<file path="config.mk">
export PLATFORM = sky130hd
export DESIGN_NAME = dut
export DESIGN_NICKNAME = d
export VERILOG_FILES = /design/src/rtl/dut.sv
export SDC_FILE = /design/constraint.sdc
export NUM_CORES = 1
export LEC_CHECK = 0
export ABC_AREA = 1
export CAP_MARGIN = 10
export CORE_ASPECT_RATIO = 0.5
export CORE_MARGIN = 8
export CORE_UTILIZATION = 38
export DETAILED_ROUTE_END_ITERATION = 8
export GPL_TIMING_DRIVEN = 0
export PLACE_DENSITY_LB_ADDON = 0.25
export SYNTH_ARGS = -nofsm -noshare
export SYNTH_HDL_FRONTEND = slang
export SYNTH_SLANG_ARGS = --single-unit
</file>
<file path="constraint.sdc">
create_clock -name clk -period 2.85 [get_ports clk]
set_clock_uncertainty 0.1 [all_clocks]
set_input_delay 0.285 -clock clk [delete_from_list [all_inputs] [get_ports clk]]
set_output_delay 0.285 -clock clk [all_outputs]
set_load 0.02 [all_outputs]
</file>
<file path="src/rtl/dut.sv">
// -----------------------------------------------------------------------------
// dut : registered data inverter with change detect and saturating counter
//
// On every rising clk edge the module samples data_in. It registers the
// bitwise inversion of the sample, flags whether the sample differs from the
// previous one, and advances a saturating sample counter. All outputs come
// straight from flops, so there is no combinational path from data_in to any
// output.
//
// Optional feature macro: DUT_PARITY_EN
//   When defined, the data_parity port exists. It carries the registered
//   even-parity bit of data_out, which is coherent with data_out every cycle.
//
// Parameters
//   DATA_WIDTH   : width of data_in / data_out (default 8)
//   CNT_WIDTH    : width of sample_count (default 16)
//
// Ports
//   clk          : in  : single clock, rising edge active
//   reset        : in  : synchronous active-low reset
//   data_in      : in  : data word sampled every clock
//   data_out     : out : registered ~data_in (one clock latency)
//   changed      : out : registered flag, sample differs from previous sample
//   sample_count : out : saturating count of edges since reset release
//   data_parity  : out : (DUT_PARITY_EN only) even parity of data_out
// -----------------------------------------------------------------------------
module dut #(
   parameter int DATA_WIDTH = 8,
   parameter int CNT_WIDTH  = 16
) (
   input  logic                  clk,
   input  logic                  reset,
   input  logic [DATA_WIDTH-1:0] data_in,
   output logic [DATA_WIDTH-1:0] data_out,
   output logic                  changed,
   output logic [CNT_WIDTH-1:0]  sample_count
`ifdef DUT_PARITY_EN
   ,
   output logic                  data_parity
`endif
);

   localparam logic [CNT_WIDTH-1:0]  CNT_ONE  = {{(CNT_WIDTH-1){1'b0}}, 1'b1};
   localparam logic [CNT_WIDTH-1:0]  CNT_MAX  = {CNT_WIDTH{1'b1}};
   localparam logic [CNT_WIDTH-1:0]  CNT_ZERO = {CNT_WIDTH{1'b0}};
   localparam logic [DATA_WIDTH-1:0] DATA_ZERO = {DATA_WIDTH{1'b0}};

   // XOR reduction: set when the word has an odd number of ones, so the
   // word plus this bit always carries an even count of ones.
   function automatic logic even_parity(input logic [DATA_WIDTH-1:0] word);
      return ^word;
   endfunction

   logic [DATA_WIDTH-1:0] data_out_q, data_out_d;
   logic [DATA_WIDTH-1:0] prev_in_q,  prev_in_d;
   logic                  changed_q,  changed_d;
   logic [CNT_WIDTH-1:0]  count_q,    count_d;
`ifdef DUT_PARITY_EN
   logic                  parity_q,   parity_d;
`endif

   // Next-state computation for the datapath, change flag and counter.
   always_comb begin
      data_out_d = DATA_ZERO;
      prev_in_d  = DATA_ZERO;
      changed_d  = 1'b0;
      count_d    = CNT_ZERO;

      data_out_d = ~data_in;
      prev_in_d  = data_in;
      // prev_in_q is zero right after reset, so the first sample compares to 0.
      changed_d  = (data_in != prev_in_q);
      // Counter holds at all-ones instead of wrapping.
      if (count_q == CNT_MAX) begin
         count_d = count_q;
      end else begin
         count_d = count_q + CNT_ONE;
      end
   end

`ifdef DUT_PARITY_EN
   // Parity is taken from the next data_out value so both land on the same edge.
   always_comb begin
      parity_d = 1'b0;
      parity_d = even_parity(data_out_d);
   end
`endif

   // State registers with synchronous active-low reset overriding any update.
   always_ff @(posedge clk) begin
      if (!reset) begin
         data_out_q <= DATA_ZERO;
         prev_in_q  <= DATA_ZERO;
         changed_q  <= 1'b0;
         count_q    <= CNT_ZERO;
`ifdef DUT_PARITY_EN
         parity_q   <= 1'b0;
`endif
      end else begin
         data_out_q <= data_out_d;
         prev_in_q  <= prev_in_d;
         changed_q  <= changed_d;
         count_q    <= count_d;
`ifdef DUT_PARITY_EN
         parity_q   <= parity_d;
`endif
      end
   end

   assign data_out     = data_out_q;
   assign changed      = changed_q;
   assign sample_count = count_q;
`ifdef DUT_PARITY_EN
   assign data_parity  = parity_q;
`endif

endmodule

</file>
==> out/qor.yml <==
status: "finished clean"
num_io_pins: 35
grt_pass1_vias: 1288
grt.total_usage_pct: 11.3
finalSetupTns_ns: 0
worstSkewPairLatency_ns: 0.29
synth_area_leader_cell: "dfxtp_1"
cts_max_level: 2
critPathKind: "register to primary output"
use_met2_pct: 20.0
ys_seq_area_share_pct: 44.4
synth_most_common_cell: "nand2_1"
ant_nets: 0
worstSetupEndpointType: "primary output"
min-delay-start: "reset"
holdPathStages: 3
period_share_pct: 63.6
worstMarginPinSlew_ns: 0.480
synth-edff-count: 0
row_count: 16
fp.dieH_um: 60.3
yosysWarnings: 0
ys.flop_type: "dfxtp_1"
fillers: 372
rsz0062_at_grt: "false"
path_cells: "clkdlybuf4s50_1"
dieWidth_um: 105
r2r_start: "sample_count[0]$_SDFFE_PN0P_"
cp_slowest_cell: "clkdlybuf4s50_1"
slew_headroom_pct: 68.0
postPlaceCellArea_um2: 1890
post_drt_wl_per_cell_um: 11.4
drive_above_1_share_pct: 13.8
drtPass1Iterations: 4
clkTransAtPathRegs_ns: 0.07
vias: 1323
cts_resized: 0
synth_seq_cells: 33
worst-path-stages: 1
async_flop_share_pct: 0
antenna_cells: 0
port_buffers: 33
synth_top_area_share_pct: 44.4
startpoint_type: "register"
clock_path_buffers: 2
viasPerCell: 4.50
gp_congestion: 0.787
crit_buf_inv: 1
r2r_cells: 10
initial_core_util_pct: 38.9
fin_crit_ns: 1.81
synthCells: 199
grt_max_degree: 12
grt_busiest_layer: "met2"
ir_drop_uv: 201
syn_avg_cell_area_um2: 7.48
cts.hold.buffers_added: 0
crit_family: "buffers and inverters"
cp_max_fo: 6
grt_overflow_total: 0
drtIter0Drc: 43
cap_violations: 0
fmax_mhz: 551
antenna_found_initial: 0
hold_violations: 0
use_met1_pct: 11.9
leakagePower_nw: 0.881
syn-num-nets: 210
grt_first_pass_wirelength_um: 5660
setup_viol: 0
cts_buffers: 5
clock_sinks: 33
syn_to_final_growth_pct: 35.7
use_met3_pct: 5.27
synth_cell_type_count: 29
synth_area_leaders: "dfxtp_1, nand2_1, inv_1"
crit_start: "sample_count[8]$_SDFFE_PN0P_"
worstHoldPathType: "input port to register"
fin_area_um2: 2020
postCtsSetupRepairBufs: 0
p_per_area_nw_per_um2: 543
post-dp-hpwl_um: 2450
crit_arrival_ns: 1.43
ctsRootBufferMaster: "clkbuf_8"
drc: 0
wl_um: 3350
fin_util_pct: 52.8
cts_tree: "done"
synthTopCellsByCount: "nand2_1, dfxtp_1, inv_1"
nets: 250
dieArea_um2: 6300
core_um2: 3820
finalMaxSlewViolations: 0
cpPeakStageDelay_ns: 0.66
syn-cell-area_um2: 1490
worstPathRequired_ns: 2.47
tightest hold or removal path, cell delays in order:
cell,delay (ns)
buf_2,0.15
nand2_1,0.08
inv_1,0.03
final cells by class:
cell class | instances | area (um^2) | share of cell area, %
inverter | 35 | 133 | 6.56
clock inverter | 3 | 65.1 | 3.22
timing repair buffer | 33 | 330 | 16.3
buffer | 4 | 25.0 | 1.24
sequential | 33 | 661 | 32.7
multi-input combinational | 127 | 671 | 33.2
tap | 54 | 67.6 | 3.34
clock buffer | 5 | 68.8 | 3.41
path summary, 6_finish.rpt:
check	endpoint	slack, ns
worst min-delay path	prev_in_q[4]$_SDFF_PN0_	0.20
worst max-delay path	sample_count[8]	1.04
worst max register to register	sample_count[11]$_SDFFE_PN0P_	1.27
worst min register to register	sample_count[6]$_SDFFE_PN0P_	0.45
layout by cell type (no fill, tap or decap), types with 2 or more instances in the layout:
| cell type | instances |
|---|---|
| inv_1 | 30 |
| dfxtp_1 | 33 |
| nand3_2 | 2 |
| bufinv_16 | 2 |
| o21ai_1 | 3 |
| nor2_1 | 25 |
| or2_2 | 4 |
| nand3_1 | 9 |
| xor2_1 | 2 |
| a31oi_1 | 7 |
| nand2_1 | 44 |
| nor2_4 | 4 |
| a21oi_1 | 2 |
| nand2_4 | 2 |
| clkinv_2 | 2 |
| nand4_1 | 4 |
| o21ai_0 | 5 |
| xnor2_1 | 4 |
| buf_2 | 2 |
| clkbuf_8 | 5 |
| inv_2 | 2 |
| clkdlybuf4s50_1 | 33 |
| nand2_2 | 4 |
| clkinv_1 | 2 |
state kept, by name, indices dropped and copies added (netlist names):
register / flops
prev_in_q: 8
changed: 1
sample_count: 16
data_out: 8
power breakdown:
group / switching, mW / internal, mW
sequential: 0.00888 / 0.477
combinational: 0.0437 / 0.0426
clock: 0.177 / 0.347
total: 0.229 / 0.867
logic make-up (layout without fill, tap and decap cells):
| family | Yosys count | in the layout | share of synthesized area (%) |
|---|---|---|---|
| XOR/XNOR | 6 | 6 | 3.53 |
| AND/OR/NAND/NOR | 102 | 102 | 33.8 |
| flip-flops | 33 | 33 | 44.4 |
| buffers and inverters | 39 | 80 | 10.6 |
| AO/OA/AOI/OAI | 18 | 18 | 6.89 |
| adder cells (fa/ha/maj) | 1 | 1 | 0.840 |
per-layer routing:
metal | routed length (um) | vias up
li1 | - | 693
met5 | 0 | -
met3 | 221 | 7
met1 | 1530 | 595
met4 | 39 | 0
met2 | 1570 | 28
per-stage QoR:
step                setup slack (ns)  power, mW  instances  hold WS [ns]
CTS                             1.02       1.11        294         0.202
finish                          1.04       1.10        294         0.201
global route                   0.992       1.14        294         0.206
global placement                1.24      0.582        286         0.431
floorplan                       1.33      0.541        199         0.257
detailed placement              1.22      0.584        286         0.447
(Power assumes the default switching activity.)
